### config.mk
export PLATFORM = sky130hd
export DESIGN_NAME = pipe_ctrl
export DESIGN_NICKNAME = d
export VERILOG_FILES = /design/src/rtl/pipe_pkg.sv /design/src/rtl/sat_counter.sv /design/src/rtl/pipe_ctrl.sv
export SDC_FILE = /design/constraint.sdc
export NUM_CORES = 1
export LEC_CHECK = 0
export BUFFER_PORTS_ARGS = -buffer_cell sky130_fd_sc_hd__buf_2
export CAP_MARGIN = 20
export CELL_PAD_IN_SITES_DETAIL_PLACEMENT = 0
export CELL_PAD_IN_SITES_GLOBAL_PLACEMENT = 1
export CORE_MARGIN = 10
export CORE_UTILIZATION = 39
export CTS_CLUSTER_SIZE = 12
export DETAILED_ROUTE_END_ITERATION = 6
export PLACE_DENSITY = 0.91
export SYNTH_ARGS = -nofsm -noshare
export SYNTH_HDL_FRONTEND = slang
export SYNTH_SLANG_ARGS = --single-unit
### constraint.sdc
create_clock -name clk_i -period 2.5 [get_ports clk_i]
set_input_delay 0.25 -clock clk_i [delete_from_list [all_inputs] [get_ports clk_i]]
set_output_delay 0.25 -clock clk_i [all_outputs]
set_load 0.005 [all_outputs]
### src/rtl/pipe_pkg.sv
// Shared definitions for the pipeline stall/flush controller: stage indices,
// controller states and the stall-depth decode helper.
package pipe_pkg;

    localparam int PIPE_PC     = 0;
    localparam int PIPE_IFID   = 1;
    localparam int PIPE_IDEX   = 2;
    localparam int PIPE_EXMEM  = 3;
    localparam int PIPE_MEMWB  = 4;
    localparam int STALL_REQ_W = 4;

    typedef enum logic [1:0] {
        RUN,
        WAIT_IF,
        REDIRECT
    } pipe_ctrl_state_e;

    // Deepest requesting stage plus one; the deepest request decides the bubble position.
    function automatic logic [2:0] stall_depth(input logic [STALL_REQ_W-1:0] req);
        stall_depth = 3'd0;
        for (int i = 0; i < STALL_REQ_W; i++) begin
            if (req[i]) stall_depth = 3'(i + 1);
        end
    endfunction

endpackage

### src/rtl/sat_counter.sv
// Saturating up-counter: counts enabled cycles and sticks at all-ones.
module sat_counter #(
    parameter int W = 32
) (
    input  logic         clk_i,
    input  logic         rst_ni,
    input  logic         inc,
    output logic [W-1:0] count
);

    always_ff @(posedge clk_i or negedge rst_ni) begin
        if (!rst_ni) begin
            count <= '0;
        end else if (inc && (count != '1)) begin
            count <= count + W'(1);
        end
    end

endmodule

### src/rtl/pipe_ctrl.sv
// Central stall/flush controller for the five-register pipeline, with a
// deferred PC redirect when an exception meets an uncancellable fetch.
module pipe_ctrl
    import pipe_pkg::*;
#(
    parameter int CNT_W = 32
) (
    input  logic                   clk_i,
    input  logic                   rst_ni,
    input  logic [STALL_REQ_W-1:0] stall_req_i,
    input  logic                   if_busy_i,
    input  logic                   exc_valid_i,
    input  logic [31:0]            exc_target_i,
    output logic [4:0]             stall_o,
    output logic [4:0]             flush_o,
    output logic                   redirect_o,
    output logic [31:0]            redirect_pc_o,
    output logic [CNT_W-1:0]       stall_cnt_o
);

    pipe_ctrl_state_e state_q, state_d;
    logic [31:0]      target_q, target_d;
    logic [4:0]       stall, flush;
    logic             redirect;
    logic [31:0]      redirect_pc;
    logic [2:0]       depth;

    always_ff @(posedge clk_i or negedge rst_ni) begin
        if (!rst_ni) begin
            state_q  <= RUN;
            target_q <= '0;
        end else begin
            state_q  <= state_d;
            target_q <= target_d;
        end
    end

    always_comb begin
        state_d     = state_q;
        target_d    = target_q;
        stall       = '0;
        flush       = '0;
        redirect    = 1'b0;
        redirect_pc = '0;
        depth       = stall_depth(stall_req_i);
        unique case (state_q)
            RUN: begin
                if (exc_valid_i) begin
                    flush[PIPE_MEMWB:PIPE_IFID] = 4'b1111;
                    if (!if_busy_i) begin
                        redirect    = 1'b1;
                        redirect_pc = exc_target_i;
                    end else begin
                        stall[PIPE_PC] = 1'b1;
                        target_d       = exc_target_i;
                        state_d        = WAIT_IF;
                    end
                end else begin
                    // Hold every register in front of the deepest stall, bubble the one after it.
                    case (depth)
                        3'd1: begin
                            stall               = 5'b00001;
                            flush[PIPE_IFID]    = 1'b1;
                        end
                        3'd2: begin
                            stall               = 5'b00011;
                            flush[PIPE_IDEX]    = 1'b1;
                        end
                        3'd3: begin
                            stall               = 5'b00111;
                            flush[PIPE_EXMEM]   = 1'b1;
                        end
                        3'd4: begin
                            stall               = 5'b01111;
                            flush[PIPE_MEMWB]   = 1'b1;
                        end
                        default: ;
                    endcase
                end
            end
            WAIT_IF: begin
                stall[PIPE_PC]              = 1'b1;
                flush[PIPE_MEMWB:PIPE_IFID] = 4'b1111;
                if (!if_busy_i) state_d = REDIRECT;
            end
            REDIRECT: begin
                redirect                    = 1'b1;
                redirect_pc                 = target_q;
                flush[PIPE_MEMWB:PIPE_IFID] = 4'b1111;
                state_d                     = RUN;
            end
            default: state_d = RUN;
        endcase
    end

    // Outputs are forced quiet for the whole time reset is held.
    assign stall_o       = rst_ni ? stall       : '0;
    assign flush_o       = rst_ni ? flush       : '0;
    assign redirect_o    = rst_ni ? redirect    : 1'b0;
    assign redirect_pc_o = rst_ni ? redirect_pc : '0;

    sat_counter #(
        .W(CNT_W)
    ) u_stall_cnt (
        .clk_i (clk_i),
        .rst_ni(rst_ni),
        .inc   (stall_o[PIPE_PC]),
        .count (stall_cnt_o)
    );

endmodule

### After elaboration in Yosys (flattened, before gate mapping)

Cells that the tools add are included.

* equality and inequality tests: 10
* multiplexer cells: 30
* add/subtract/negate cells: 1
* reduce and logical (&&, ||, !) cells: 5

Operator list (count)
* two-way mux 32 bit: 3
* case mux 32 bit (2 select lines): 1
* adder 32 x 1 -> 32 bit (second input constant): 1
* inequality test 32 bit (second input constant): 1
* case mux 4 bit (4 select lines): 1
* two-way mux 4 bit: 3
* two-way mux 1 bit: 10
* two-way mux 5 bit: 2
* two-way mux 2 bit: 4
* case mux 4 bit (2 select lines): 1
* equality test 3 x 2 -> 1 bit (second input constant): 2
* two-way mux 3 bit: 2
* inequality test 2 bit (second input constant): 3
* AND reduction 3 bit: 2
* case mux 1 bit (2 select lines): 2
* case mux 2 bit (2 select lines): 1
* equality test 3 x 1 -> 1 bit (second input constant): 1
* equality test 3 bit (second input constant): 1
* equality test 2 x 1 -> 1 bit (second input constant): 1
* equality test 2 bit (second input constant): 1
* logical NOT 2 bit: 1
* OR reduction 2 bit: 1
* logical AND 1 bit: 1

* word-level logic and storage cells: 49
* input port bits: 40
* output and inout bits: 75
* bits in registers: 66

### Logic depth before layout (Yosys ltp)

Gate-level depths: netlist of the first run.

* depth after elaboration: 10
* gate-level depth with buffers: 8
* mapped depth without buffers: 7

### Hierarchy

From an unflattened synthesis of the first run, not the netlist that was laid out.

* cells, all modules: 344
* area, all modules: 3729.8 sq um

Modules (own cells, without submodules)
* pipe_ctrl: area each 2105.8 sq um, sequential area each 850.8 sq um, instances 1, cells each 193
* sat_counter: area each 1624.1 sq um, sequential area each 800.8 sq um, instances 1, cells each 151

### Worst setup path after synthesis of the first run

No wires, ideal clock.

* path kind: reg-to-reg
* from: register state_q[1]
* to: register u_stall_cnt.count[30]
* arrival time: 1726 ps
* buffers on the path: 0
* path slack: 650 ps
* stages on the path, launching flop included: 8
* clock period less this slack: 1850 ps
* library setup time: 125 ps
* required time: 2375 ps
* path through: dfrtp_1 > inv_1 > ha_1 > nor2_1 > and3_1 > nor3_2 > nand4_1 > mux2_2

* word-level cells in the longest chain between the ends: 4
* elaborated cells between the ends (all ways): 5
* those cells by class: eq/ne (1); mux (2); reduce/logical (2)

Ends and longest elaborated chain
* from (decl): RTL line pipe_ctrl.sv:21 `pipe_ctrl_state_e state_q, state_d;`
* from (signal assigned): RTL line pipe_ctrl.sv:33 `state_q <= state_d;`
* equality test 2 x 1 -> 1 bit / logical NOT 2 bit (equally long branches): RTL line pipe_ctrl.sv:46 `unique case (state_q)`
* case mux 1 bit (2 select lines) (*): RTL line pipe_ctrl.sv:46
* two-way mux 5 bit (*): RTL line pipe_ctrl.sv:97 `assign stall_o = rst_ni ? stall : '0;`
* logical AND 1 bit (*): RTL line sat_counter.sv:14 `end else if (inc && (count != '1)) begin`
* to (signal assigned): RTL line sat_counter.sv:15 `count <= count + W'(1);`
* to (decl): RTL line sat_counter.sv:8 `output logic [W-1:0] count`

Mark *: on every way between the ends. The rest lies on a longest branch, timed or not.
A chain may end at the register's enable or synchronous reset.

### Worst setup path after layout of the first run

* from: register state_q[0]
* to: output redirect_pc_o[31]

* word-level cells in the longest chain between the ends: 3
* elaborated cells between the ends (all ways): 4
* those cells by class: eq/ne (1); mux (2); reduce/logical (1)

Ends and longest elaborated chain
* equality test 2 bit / logical NOT 2 bit (equally long branches): RTL line pipe_ctrl.sv:46
* case mux 32 bit (2 select lines) (*): RTL line pipe_ctrl.sv:46
* two-way mux 32 bit (*): RTL line pipe_ctrl.sv:100 `assign redirect_pc_o = rst_ni ? redirect_pc : '0;`
* to (decl): RTL line pipe_ctrl.sv:17 `output logic [31:0] redirect_pc_o,`

Marked as above.

==> reports/qor.yml, run 1 <==
powerDensity_mw_per_mm2: 825.5
grt_overflow: 0
path_cells: "inv_1 -> ha_1 -> buf_4 -> a22oi_1 -> nor2_1 -> buf_2"
area_growth_pct: 25.40
synth-seq-area-share_pct: 46.06
htree_levels: 3
place_congestion: 0.7915
core_mm2: 0.008848
ctsRootBufferMaster: "clkbuf_8"
yosys_warnings: 0
grt_first_pass_wirelength_um: 15170
hpwl_um: 7136
rsz0062_at_grt: "false"
cpPeakStageDelay_ps: 430
ys_top_cells_by_count: "dfrtp_1, nor2_1, mux2_2, a22oi_1, xnor2_1"
routed_wl_um: 9425
drtIter0Drc: 170
p_leak_nw: 2.131
yosysMostFrequentCell: "dfrtp_1"
synthFlopType: "dfrtp_1"
viasPerCell: 5.359
synth.avg_cell_area_um2: 10.30
max_cap_viol_count: 0
route.detailed.drc: 0
critPathKind: "flop to output port"
startpoint_type: "flop"
grt_pass1_vias: 3131
grt_use_total_pct: 13.75
antenna_found_initial: 0
cts_made_buffers: 9
cts.clk_slew.worst_paths_ps: 80
required_ps: 2250
synth_edf_count: 0
fin_tns_setup_ps: 0
slew_viol_final: 0
final_hold_viol_count: 0
die_x_um: 115.9
portBuffers: 112
hp-class: "input pin to flop"
die-height_um: 115.9
critPathSlowestCell: "ha_1"
yosysTopAreaCell: "dfrtp_1"
synthCells: 348
route.antenna.remaining_nets: 0
synth-seq-cells: 66
stdcell_count: 576
clk-insertion-delay-late_ps: 330
post_dp_cell_area_mm2: 0.004277
synth_area_leaders: "dfrtp_1, mux2_2, a22oi_1"
initial_core_util_pct: 40.53
drive_gt1_share_pct: 40.60
synthesis.area_mm2: 0.003586
detail_route.first_pass.iterations: 5
antenna_cells: 0
critPathMaxFanout: 25
cts.sinks: 66
finalInstanceArea_mm2: 0.004497
cts_tree: "yes"
rows: 34
synth_top_area_share_pct: 46.06
vias: 3087
dp.cells: 559
setup_viol: 0
wire_per_inst_um: 16.36
die-area_mm2: 0.01343
fin_crit_sh_pct: 92.78
cts_max_path_buffers: 2
cp.arrival_ps: 2070
synth.distinct_cells: 45
pin_count: 115
grt_start_max_net_pins: 34
max_freq_mhz: 431.1
status: "complete, no violations"
period_needed_ps: 2319
end_kind: "output port"
async_reset_ff_share_pct: 100.0
ir_worst_vdd_mv: 0.3599
fin_worst_skew_ps: 8.121
nNetsFinal: 508
n_fill_cell: 835
-- worst paths after layout --
path,slack (ps),to,start,cells after the start
min in group asynchronous,330,u_stall_cnt.count[7],rst_ni,2
max,180,redirect_pc_o[31],state_q[0],6
min,160,target_q[28],exc_target_i[28],2
min reg2reg,500,u_stall_cnt.count[3],u_stall_cnt.count[3],1
max in group asynchronous,1380,u_stall_cnt.count[26],rst_ni,4
max reg2reg,400,u_stall_cnt.count[24],state_q[1],7
-- state kept, by name, summed over array words and instances, names as in the netlist --
signal,flops
u_stall_cnt.count,32
state_q,2
target_q,32
-- critical path, delay by kind of cell (launching register included) --
kind / cells / cell delay (ps)
flip-flops: 1 / 420
AND/OR/NAND/NOR: 1 / 140
buffers and inverters: 3 / 610
adder cells (fa/ha/maj): 1 / 430
AO/OA/AOI/OAI: 1 / 130
-- power by group --
group | internal [mW] | leakage [nW] | switching [mW]
combinational | 0.607 | 1.20 | 0.609
clock | 0.487 | 0.0945 | 0.427
sequential | 1.39 | 0.839 | 0.193
total | 2.48 | 2.13 | 1.23
-- cells in the final DEF (no fill, tap or decap), types with 3 or more instances in the layout --
master / Yosys / layout
xnor2_1: 26 / 26
inv_1: 8 / 8
a22oi_1: 32 / 32
nor2_1: 44 / 43
nor3_1: 4 / 4
buf_2: 6 / 112
and2_1: 3 / 3
dfrtp_1: 66 / 66
mux2_2: 35 / 35
buf_4: 3 / 10
nor4_1: 3 / 3
ha_1: 5 / 4
a31oi_1: 3 / 3
o21ai_0: 3 / 3
nand4_1: 18 / 18
clkbuf_8: 0 / 10
and3_1: 9 / 9
nand2_1: 12 / 12
nand3_1: 19 / 19
a21oi_1: 9 / 9
clkinvlp_4: 0 / 3
-- stage by stage --
stage                     setup slack, ps  hold WS, ps  utilization [%]  total power, mW
final                               180.5        159.5            50.82            3.712
after global routing                21.11        142.4            50.82            3.966
after CTS                           57.05        143.7            50.75            3.749
after detailed placement            387.3        121.6            48.33            2.825
after global placement              470.6        116.7            48.33            2.768
after floorplan                     649.7       -45.59                -            2.400
-- cell families (layout without fill, tap and decap cells) --
family / after synthesis / in the layout / synth area share, %
other: 1 / 2 / 0.1046
AND/OR/NAND/NOR: 133 / 133 / 21.08
multiplexers: 35 / 35 / 10.99
XOR/XNOR: 26 / 26 / 6.350
adder cells (fa/ha/maj): 5 / 5 / 1.745
flip-flops: 66 / 66 / 46.06
AO/OA/AOI/OAI: 53 / 53 / 10.12
buffers and inverters: 29 / 148 / 3.559
-- area by class of cell --
cell class	count	area, um^2	area share [%]
Multi-Input combinational cell	254	1819	40.46
Sequential cell	66	1652	36.73
Timing Repair Buffer	124	656.9	14.61
Clock buffer	10	137.6	3.061
Tap cell	108	135.1	3.005
Clock inverter	6	66.31	1.475
Inverter	8	30.03	0.6678
-- per-layer routing --
metal | global-route usage, % | part of all wire [%]
met1 | 17.48 | 46
met2 | 21.50 | 45
met3 | 4.858 | 8.4
met4 | 4.170 | 0.38
met5 | 0 | 0
-- repair_timing --
item                                   4_1_cts  5_1_grt
endpoints found under the hold margin        5        0
setup buffers                                0        0
gates resized for setup                      0        2
hold buffers                                 1        0
setup endpoints to repair                    0       25
Note: power is estimated with default switching activity, not from simulation.
==> run 2, diff against run 1 <==
--- a/config.mk
+++ b/config.mk
@@ -10,10 +10,11 @@
 export CELL_PAD_IN_SITES_DETAIL_PLACEMENT = 0
 export CELL_PAD_IN_SITES_GLOBAL_PLACEMENT = 1
 export CORE_MARGIN = 10
-export CORE_UTILIZATION = 39
+export CORE_UTILIZATION = 25
 export CTS_CLUSTER_SIZE = 12
 export DETAILED_ROUTE_END_ITERATION = 6
-export PLACE_DENSITY = 0.91
+export PLACE_DENSITY = 0.66
+export SETUP_SLACK_MARGIN = 0.1
 export SYNTH_ARGS = -nofsm -noshare
 export SYNTH_HDL_FRONTEND = slang
 export SYNTH_SLANG_ARGS = --single-unit
==> reports/qor.yml, run 2 (same netlist as run 1, synthesis figures left out) <==
drive_gt1_share_pct: 40.09
startpoint_type: "flop"
setup_viol: 0
period_needed_ps: 2210
rsz0062_at_grt: "false"
fin_crit_sh_pct: 88.39
fin_ws_ps: 290.2
seqPwrFrac_pct: 38.6
cts_max_path_buffers: 2
required_ps: 2250
slew_viol_final: 0
route.detailed.drc: 0
crit_start: "state_q[1]"
cts_setup_buffers: 0
status: "complete, no violations"
ir_worst_vdd_mv: 0.4860
pin_count: 115
core_mm2: 0.01399
routed_wl_um: 10460
cts_made_buffers: 9
ctsRootBufferMaster: "clkbuf_16"
grt_pass1_vias: 3257
antenna_cells: 0
viasPerCell: 4.787
cts.clk_slew.worst_paths_ps: 60
final_common_cell: "buf_2"
rr_worst_depth: 7
hp-start: "exc_target_i[27]"
p_switching_mw: 1.272
top_regs: "target_q x32, u_stall_cnt.count x32, state_q x2"
cts.sinks: 66
stdcell_count: 644
vias: 3083
p_int_mw: 2.825
detail_route.first_pass.iterations: 4
hp-class: "input pin to flop"
htree_levels: 3
p_leak_nw: 2.176
portBuffers: 112
cts_tree: "yes"
dp.cells: 629
route.antenna.remaining_nets: 0
critPathMaxFanout: 33
timing.rr.end: "u_stall_cnt.count[30]"
final_hold_viol_count: 0
clk-insertion-delay-late_ps: 340
grt_use_total_pct: 10.86
antenna_found_initial: 0
fin_tns_setup_ps: 0
p_comb_share_pct: 30.5
cp.arrival_ps: 1960
crit_path_end: "redirect_pc_o[16]"
dp_slack_ps: 305.1
initial_core_util_pct: 25.64
drtIter0Drc: 156
max_cap_viol_count: 0
critPathKind: "flop to output port"
power_mw: 4.097
place_congestion: 0.7749
ff2ff_setup_slack_ps: 340
grt_first_pass_wirelength_um: 17330
utilization_pct: 33.41
timing.rr.start: "state_q[1]"
switching_share_pct: 31.04
rows: 43
fin_worst_skew_ps: 8.366
area_growth_pct: 30.32
final_cell_mix: "buf_2, dfrtp_1, nor2_1"
nNetsFinal: 506
grt_overflow: 0
die-height_um: 139.8
hpwl_um: 7649
wire_per_inst_um: 16.24
grt_start_max_net_pins: 34
die-area_mm2: 0.01953
max_freq_mhz: 452.5
powerDensity_mw_per_mm2: 876.6
end_kind: "output port"
clockPowerShare_pct: 30.8
die_x_um: 139.8
[run 2: changes by cell type in the layout (fill, tap and decap cells not counted)]
cell	previous run	this run
clkbuf_16	0	9
clkinv_2	1	2
clkbuf_8	10	2
clkinv_4	1	0
buf_2	112	111
ha_4	0	1
ha_2	1	0
clkinvlp_4	3	0
buf_4	10	9
[run 2: timing repair]
item,CTS,global route
setup endpoints to repair,33,33
resized for setup,1,2
hold endpoints to repair,19,0
hold buffers,1,0
[run 2: power by group through the flow]
stage / Combinational [mW] / Clock, mW / Sequential [mW]
CTS: 1.26 / 1.31 / 1.58
detailed placement: 1.25 / 0 / 1.60
floorplan: 0.844 / 0 / 1.56
finish: 1.25 / 1.26 / 1.58
global route: 1.42 / 1.37 / 1.63
global placement: 1.23 / 0 / 1.58
[run 2: worst max-delay path, stage by stage (launching register included)]
cell	delay (ps)
dfrtp_1	410
inv_1	150
ha_4	230
nand2_1	80
nor2_2	90
buf_6	270
a22oi_1	110
nor2_1	130
buf_2	140
[run 2: worst min path at each step]
| stage | to | slack [ps] | depth (start not counted) |
|---|---|---|---|
| floorplan | state_q[0] | -50 | 0 |
| global placement | target_q[6] | 190 | 1 |
| detailed placement | target_q[6] | 190 | 1 |
| CTS | target_q[20] | 150 | 2 |
| global route | target_q[12] | 150 | 2 |
| finish | target_q[27] | 170 | 2 |
[run 2: layout make-up]
class	count	area, um^2
clock buffer	11	252.7
clock inverter	3	40.04
fill	1462	9315
inverter	8	30.03
multi-input combinational	254	1829
sequential	66	1652
tap	180	225.2
timing repair buffer	122	644.4
[run 2: through the flow]
step | hold slack (ps) | cell area (um^2)
detailed placement | 185.9 | 4354
CTS | 145.9 | 4659
global placement | 185.5 | 4354
finish | 166.3 | 4673
global route | 153.2 | 4673
floorplan | -45.59 | 3590
[run 2: metal layers]
| layer | track usage (%) | part of all wire (%) | vias up |
|---|---|---|---|
| met1 | 12.51 | 44 | 1489 |
| met5 | 0 | 0 | - |
| li1 | - | - | 1488 |
| met4 | 2.935 | 0.99 | 0 |
| met2 | 17.64 | 47 | 97 |
| met3 | 5.104 | 8.5 | 9 |
